==> src/rtl/lcd_msg_pkg.sv <==
// Shared types and constants for the LCD message builder: FSM states,
// ASCII label/class characters and the column layout of both display lines.
package lcd_msg_pkg;

  typedef enum logic [2:0] {
    ST_IDLE,
    ST_CONV_H,
    ST_CONV_T,
    ST_WRITE,
    ST_DONE
  } state_t;

  localparam logic [7:0] ASCII_DIGIT0 = 8'h30;
  localparam logic [7:0] CHR_O        = 8'h4F;
  localparam logic [7:0] CHR_X        = 8'h58;
  localparam logic [7:0] CHR_NONE     = 8'h2D;
  localparam logic [7:0] CHR_INVALID  = 8'h3F;

  // Score label has only 7 characters; the 8th entry is never selected.
  localparam logic [7:0] RESULT_LBL [8] = '{"R", "e", "s", "u", "l", "t", ":", " "};
  localparam logic [7:0] SCORE_LBL  [8] = '{"S", "c", "o", "r", "e", ":", " ", " "};

  localparam logic [3:0] RESULT_LBL_LEN = 4'd8;
  localparam logic [3:0] SCORE_LBL_LEN  = 4'd7;
  localparam logic [3:0] COL_CLASS      = 4'd8;
  localparam logic [3:0] COL_DIG_H      = 4'd7;
  localparam logic [3:0] COL_DIG_T      = 4'd8;
  localparam logic [3:0] COL_DIG_O      = 4'd9;

  function automatic logic [7:0] class_char(input logic [1:0] cls);
    logic [7:0] c;
    case (cls)
      2'b01:   c = CHR_O;
      2'b10:   c = CHR_X;
      2'b00:   c = CHR_NONE;
      default: c = CHR_INVALID;
    endcase
    return c;
  endfunction

endpackage

==> src/rtl/lcd_bin2dec.sv <==
// Sequential binary-to-BCD divider: one subtraction of 100 (hundreds phase)
// or 10 (tens phase) per cycle; o_done flags the end of the current phase.
module lcd_bin2dec
  import lcd_msg_pkg::*;
(
  input  logic       clk,
  input  logic       rst,
  input  logic       i_load,
  input  logic [7:0] i_value,
  input  logic       i_step_h,
  input  logic       i_step_t,
  output logic [3:0] o_hund,
  output logic [3:0] o_tens,
  output logic [3:0] o_ones,
  output logic       o_done
);

  logic [7:0] r_rem;
  logic [3:0] r_hund;
  logic [3:0] r_tens;
  logic [3:0] r_ones;

  always_ff @(posedge clk or negedge rst) begin
    if (!rst) begin
      r_rem  <= '0;
      r_hund <= '0;
      r_tens <= '0;
      r_ones <= '0;
    end else if (i_load) begin
      r_rem  <= i_value;
      r_hund <= '0;
      r_tens <= '0;
      r_ones <= '0;
    end else if (i_step_h) begin
      if (r_rem >= 8'd100) begin
        r_rem  <= r_rem - 8'd100;
        r_hund <= r_hund + 4'd1;
      end
    end else if (i_step_t) begin
      if (r_rem >= 8'd10) begin
        r_rem  <= r_rem - 8'd10;
        r_tens <= r_tens + 4'd1;
      end else begin
        r_ones <= r_rem[3:0];
      end
    end
  end

  assign o_done = (i_step_h && (r_rem < 8'd100)) || (i_step_t && (r_rem < 8'd10));
  assign o_hund = r_hund;
  assign o_tens = r_tens;
  assign o_ones = r_ones;

endmodule

==> src/rtl/lcd_msg_builder.sv <==
// Formats a classifier result into a 2x16 character message, written into the
// hidden bank of a double buffer and made visible only by the swap in ST_DONE.
//   state     | meaning
//   ST_IDLE   | ready for a result; capture on res_valid
//   ST_CONV_H | strip hundreds from the score
//   ST_CONV_T | strip tens; latch ones
//   ST_WRITE  | write cells 0..31 into the inactive bank
//   ST_DONE   | swap banks, bump upd_cnt
module lcd_msg_builder
  import lcd_msg_pkg::*;
#(
  parameter logic [7:0] CLR_CHAR       = 8'h20,
  parameter bit         SCORE_LABEL_EN = 1'b1
) (
  input  logic       clk,
  input  logic       rst,
  input  logic       res_valid,
  output logic       res_ready,
  input  logic [1:0] res_class,
  input  logic [7:0] res_score,
  input  logic [4:0] rd_addr,
  output logic [7:0] rd_data,
  output logic       busy,
  output logic [7:0] upd_cnt
);

  state_t     r_state;
  state_t     w_next;
  logic [1:0] r_class;
  logic [4:0] r_waddr;
  logic       r_active;
  logic [7:0] r_upd_cnt;
  logic [7:0] r_rd_data;
  logic [7:0] r_bank [2][32];

  logic       w_load;
  logic       w_done;
  logic [3:0] w_hund;
  logic [3:0] w_tens;
  logic [3:0] w_ones;
  logic [3:0] w_col;
  logic [7:0] w_wchar;

  assign w_load = (r_state == ST_IDLE) && res_valid;

  lcd_bin2dec u_bin2dec (
    .clk      (clk),
    .rst      (rst),
    .i_load   (w_load),
    .i_value  (res_score),
    .i_step_h (r_state == ST_CONV_H),
    .i_step_t (r_state == ST_CONV_T),
    .o_hund   (w_hund),
    .o_tens   (w_tens),
    .o_ones   (w_ones),
    .o_done   (w_done)
  );

  always_comb begin
    w_next = r_state;
    case (r_state)
      ST_IDLE:   if (res_valid) w_next = ST_CONV_H;
      ST_CONV_H: if (w_done) w_next = ST_CONV_T;
      ST_CONV_T: if (w_done) w_next = ST_WRITE;
      ST_WRITE:  if (r_waddr == 5'd31) w_next = ST_DONE;
      ST_DONE:   w_next = ST_IDLE;
      default:   w_next = ST_IDLE;
    endcase
  end

  always_comb begin
    w_col   = r_waddr[3:0];
    w_wchar = CLR_CHAR;
    if (!r_waddr[4]) begin
      if (w_col < RESULT_LBL_LEN)  w_wchar = RESULT_LBL[w_col[2:0]];
      else if (w_col == COL_CLASS) w_wchar = class_char(r_class);
    end else if (SCORE_LABEL_EN) begin
      if (w_col < SCORE_LBL_LEN)   w_wchar = SCORE_LBL[w_col[2:0]];
      else if (w_col == COL_DIG_H) w_wchar = ASCII_DIGIT0 + {4'd0, w_hund};
      else if (w_col == COL_DIG_T) w_wchar = ASCII_DIGIT0 + {4'd0, w_tens};
      else if (w_col == COL_DIG_O) w_wchar = ASCII_DIGIT0 + {4'd0, w_ones};
    end
  end

  always_ff @(posedge clk or negedge rst) begin
    if (!rst) begin
      r_state   <= ST_IDLE;
      r_class   <= '0;
      r_waddr   <= '0;
      r_active  <= 1'b0;
      r_upd_cnt <= '0;
    end else begin
      r_state <= w_next;
      if (w_load) begin
        r_class <= res_class;
        r_waddr <= '0;
      end
      if (r_state == ST_WRITE) r_waddr <= r_waddr + 5'd1;
      if (r_state == ST_DONE) begin
        r_active  <= ~r_active;
        r_upd_cnt <= r_upd_cnt + 8'd1;
      end
    end
  end

  // Writes only ever target the hidden bank, so readers see whole messages.
  always_ff @(posedge clk or negedge rst) begin
    if (!rst) begin
      for (int b = 0; b < 2; b++)
        for (int a = 0; a < 32; a++)
          r_bank[b][a] <= CLR_CHAR;
      r_rd_data <= CLR_CHAR;
    end else begin
      if (r_state == ST_WRITE) r_bank[~r_active][r_waddr] <= w_wchar;
      r_rd_data <= r_bank[r_active][rd_addr];
    end
  end

  assign res_ready = (r_state == ST_IDLE);
  assign busy      = (r_state != ST_IDLE);
  assign upd_cnt   = r_upd_cnt;
  assign rd_data   = r_rd_data;

endmodule

==> config.mk <==
export PLATFORM = sky130hd
export DESIGN_NAME = lcd_msg_builder
export DESIGN_NICKNAME = d
export VERILOG_FILES = /design/src/rtl/lcd_msg_pkg.sv /design/src/rtl/lcd_bin2dec.sv /design/src/rtl/lcd_msg_builder.sv
export SDC_FILE = /design/constraint.sdc
export NUM_CORES = 1
export LEC_CHECK = 0
export CAP_MARGIN = 30
export CELL_PAD_IN_SITES_DETAIL_PLACEMENT = 1
export CELL_PAD_IN_SITES_GLOBAL_PLACEMENT = 1
export CORE_MARGIN = 10
export CORE_UTILIZATION = 45
export CTS_CLUSTER_SIZE = 28
export DETAILED_ROUTE_END_ITERATION = 10
export PLACE_DENSITY = 0.72
export SYNTH_ARGS = -nofsm -noshare
export SYNTH_HDL_FRONTEND = slang
export SYNTH_SLANG_ARGS = --single-unit
==> constraint.sdc <==
create_clock -name clk -period 2.8 [get_ports clk]
set_input_delay 0.56 -clock clk [delete_from_list [all_inputs] [get_ports clk]]
set_output_delay 0.56 -clock clk [all_outputs]
set_load 0.05 [all_outputs]
==> results.sh <==
export IMPL_status="complete, no violations"
export IMPL_end_kind="flop"
export IMPL_min_path_type="flop to flop"
export IMPL_min_period_over_period_pct=92.93
export IMPL_synth_top_cell_by_area="dfrtp_1"
export IMPL_grt_max_degree=76
export IMPL_antenna_found_initial=1
export IMPL_finalClockSkew_ns=0.02225
export IMPL_clockBufferDepth=3
export IMPL_arrival_ns=3.05
export IMPL_syn_area_per_cell_um2=12.20
export IMPL_syn_num_nets=1858
export IMPL_ant_nets=0
export IMPL_die_height_um=242.2
export IMPL_cts_sinks=494
export IMPL_clk_latency_ns=0.62
export IMPL_cts_tree="yes"
export IMPL_critPathMaxFanout=32
export IMPL_initial_utilization_pct=45.48
export IMPL_async_flop_share_pct=100.0
export IMPL_die_x_um=242.2
export IMPL_rows=81
export IMPL_nNetsFinal=1925
export IMPL_fillers=5015
export IMPL_setup_violations=0
export IMPL_htreeDepth=2
export IMPL_wl_mm=62.16
export IMPL_n_antenna_cell=0
export IMPL_netlist_instances=1821
export IMPL_ys_seq_elements=494
export IMPL_place_hpwl_mm=42.42
export IMPL_placed_area_um2=23730
export IMPL_place_congestion=0.9090
export IMPL_synth_top_area_share_pct=48.32
export IMPL_areaGrowthSynthToFinish_pct=14.99
export IMPL_max_slew_margin_pct=31.81
export IMPL_synth_area_um2=22220
export IMPL_powerDensity_nw_per_um2=836.8
export IMPL_fmax_mhz=384.3
export IMPL_mostFrequentLayoutCell="dfrtp_1"
export IMPL_grt_pass1_wl_mm=98.59
export IMPL_fp_coreArea_um2=48850
export IMPL_yosys_warnings=0
export IMPL_most_common_layout_cells="426 x dfrtp_1, 237 x nand2_1, 173 x o21ai_0, 106 x mux4_2, 101 x and2_1"
export IMPL_routedWlPerCell_um=23.93
export IMPL_grt_ovfl_total=0
export IMPL_final_layout_size_suffix_gt1_share_pct=25.04
export IMPL_synth_edff_count=0
export IMPL_final_area_um2=25550
export IMPL_drtPass1Iterations=5
export IMPL_via_per_inst=5.728
export IMPL_dieArea_um2=58660
export IMPL_clk_pin_slew_worst_paths_ns=0.06
export IMPL_total_power_mw=21.38
export IMPL_ys_flop_type="dfrtp_1"
export IMPL_num_vias=14880
export IMPL_startpoint_type="flop"
export IMPL_drv_cap=0
export IMPL_ir_drop_uv=653.6
export IMPL_rsz0062_at_grt="false"
export IMPL_drt_iter0_drc=944
export IMPL_numCtsBuffers=53
export IMPL_timing_hold_violations_final=0
export IMPL_path_class="flop to flop"
export IMPL_maxSlewViolCount=0
export IMPL_ios=36
export IMPL_ys_seq_area_share_pct=56.01
export IMPL_p_leak_nw=11.69
export IMPL_fin_crit_ns=2.602
export IMPL_worst_pin_slew_ns=1.016
export IMPL_synthDistinctLibCells=70
export IMPL_remaining_drc_errors=0
export IMPL_gr_usage_all_layers_pct=21.34
export IMPL_io_buffer_count=34
export IMPL_cts_root_buf="clkbuf_16"
export IMPL_synth_area_top_cells="dfrtp_1 48%, mux4_2 11%, dfstp_2 7.7%"
export IMPL_crit_required_ns=3.25
export IMPL_grt_pass1_vias=16330
export IMPL_tns_ns=0
-- cells in the mapped netlist (4+ instances only) --
master     number
o221ai_1        5
a22oi_1        10
mux4_1          6
xor2_1          8
o31ai_1         5
a211oi_1        7
o21ai_1         7
mux2_2         69
clkbuf_1       47
xnor2_1         5
clkbuf_2        5
ha_1           19
buf_4          12
nand3_1        27
buf_6          11
nand2_1       237
nor3_1         12
nor2b_1        45
a2bb2oi_1       4
inv_1          17
and3_1         18
mux4_2        106
a2111oi_2       4
and2_1        101
mux2i_1        10
nor2_1         55
or2_2          19
o211ai_1        4
a31oi_1        17
dfstp_2        65
a21oi_1        32
a21o_1         13
nor3_2          5
buf_2          49
nand3b_1        6
nand2b_1       72
o22ai_1        22
o21ai_0       173
o21a_1         15
dfrtp_1       429
-- critical path: stages, from the launching register on --
cell and delay, ns:
dfrtp_1 0.51, inv_1 0.15, ha_1 0.34, buf_4 0.22
o311a_1 0.39, mux2i_4 0.15, buf_4 0.46, o21ai_0 0.21
-- state kept, by name (all words and copies together), names as in the netlist, 2 cells and up --
signal / cells
u_bin2dec.o_hund: 4
u_bin2dec.r_rem: 8
r_class: 2
u_bin2dec.o_ones: 4
rd_data: 7
upd_cnt: 8
r_bank: 448
r_waddr: 5
u_bin2dec.o_tens: 4
r_state: 3
-- per-layer routing --
layer / share of wire [%] / global-route usage [%]
met5: 0 / 0
met3: 5.1 / 3.913
met1: 43 / 28.54
met4: 3.7 / 7.897
met2: 48 / 34.25
-- final cells by class --
type                            instances  area, um^2  share of cell area (%)
Clock inverter                         17       191.4                  0.7493
Inverter                               18       67.56                  0.2645
Timing Repair Buffer                  141        1366                   5.348
Clock buffer                           83        1609                   6.298
Tap cell                              664       830.8                   3.252
Multi-Input combinational cell       1180        9032                   35.36
Sequential cell                       494       12450                   48.73
-- stage by stage --
step | std cells | setup WS, ns | hold WS, ns | util (%)
after global routing | 2597 | 0.04300 | 0.4781 | 52.30
after detailed placement | 2496 | 0.06571 | 0.4474 | 48.58
after global placement | 2495 | 0.1334 | 0.4434 | 48.56
after floorplan | 1821 | 0.4841 | 0.2644 | -
final | 2597 | 0.1980 | 0.4578 | 52.30
after CTS | 2597 | 0.04739 | 0.4660 | 52.28
-- power breakdown --
part	internal (mW)	switching [mW]	total, mW
clock	4.23	2.98	7.21
combinational	1.80	3.05	4.85
sequential	8.46	0.854	9.32
-- what timing repair did --
item                                    4_1_cts  5_1_grt
setup buffers                                 0        0
hold endpoints to repair                     18        0
pin swaps                                     0        0
gates resized for setup                       4        1
hold buffers                                  1        0
endpoints found under the setup margin        2       25
-- worst paths after layout --
check	startpoint	endpoint	slack, ns	cells past startpoint
max reg2reg	r_waddr[0]	r_bank[372]	0.20	7
min	r_bank[113]	r_bank[113]	0.46	1
max in group asynchronous	rst	r_bank[269]	1.37	3
min reg2reg	r_bank[113]	r_bank[113]	0.46	1
max	r_waddr[0]	r_bank[372]	0.20	7
min in group asynchronous	rst	r_bank[382]	0.57	2
-- kinds of logic (layout without fill, tap and decap cells) --
group | after synthesis | after routing | share of synthesized area [%]
buffers and inverters | 147 | 259 | 3.486
muxes | 191 | 191 | 15.40
adders and majority gates | 19 | 19 | 1.070
and+or+nand+nor | 622 | 622 | 14.52
xor gates and xnor gates | 13 | 13 | 0.5125
AOI/OAI and AO/OA | 334 | 334 | 8.988
other | 1 | 1 | 0.01688
DFF | 494 | 494 | 56.01
Note: power is estimated with default switching activity, not from simulation.
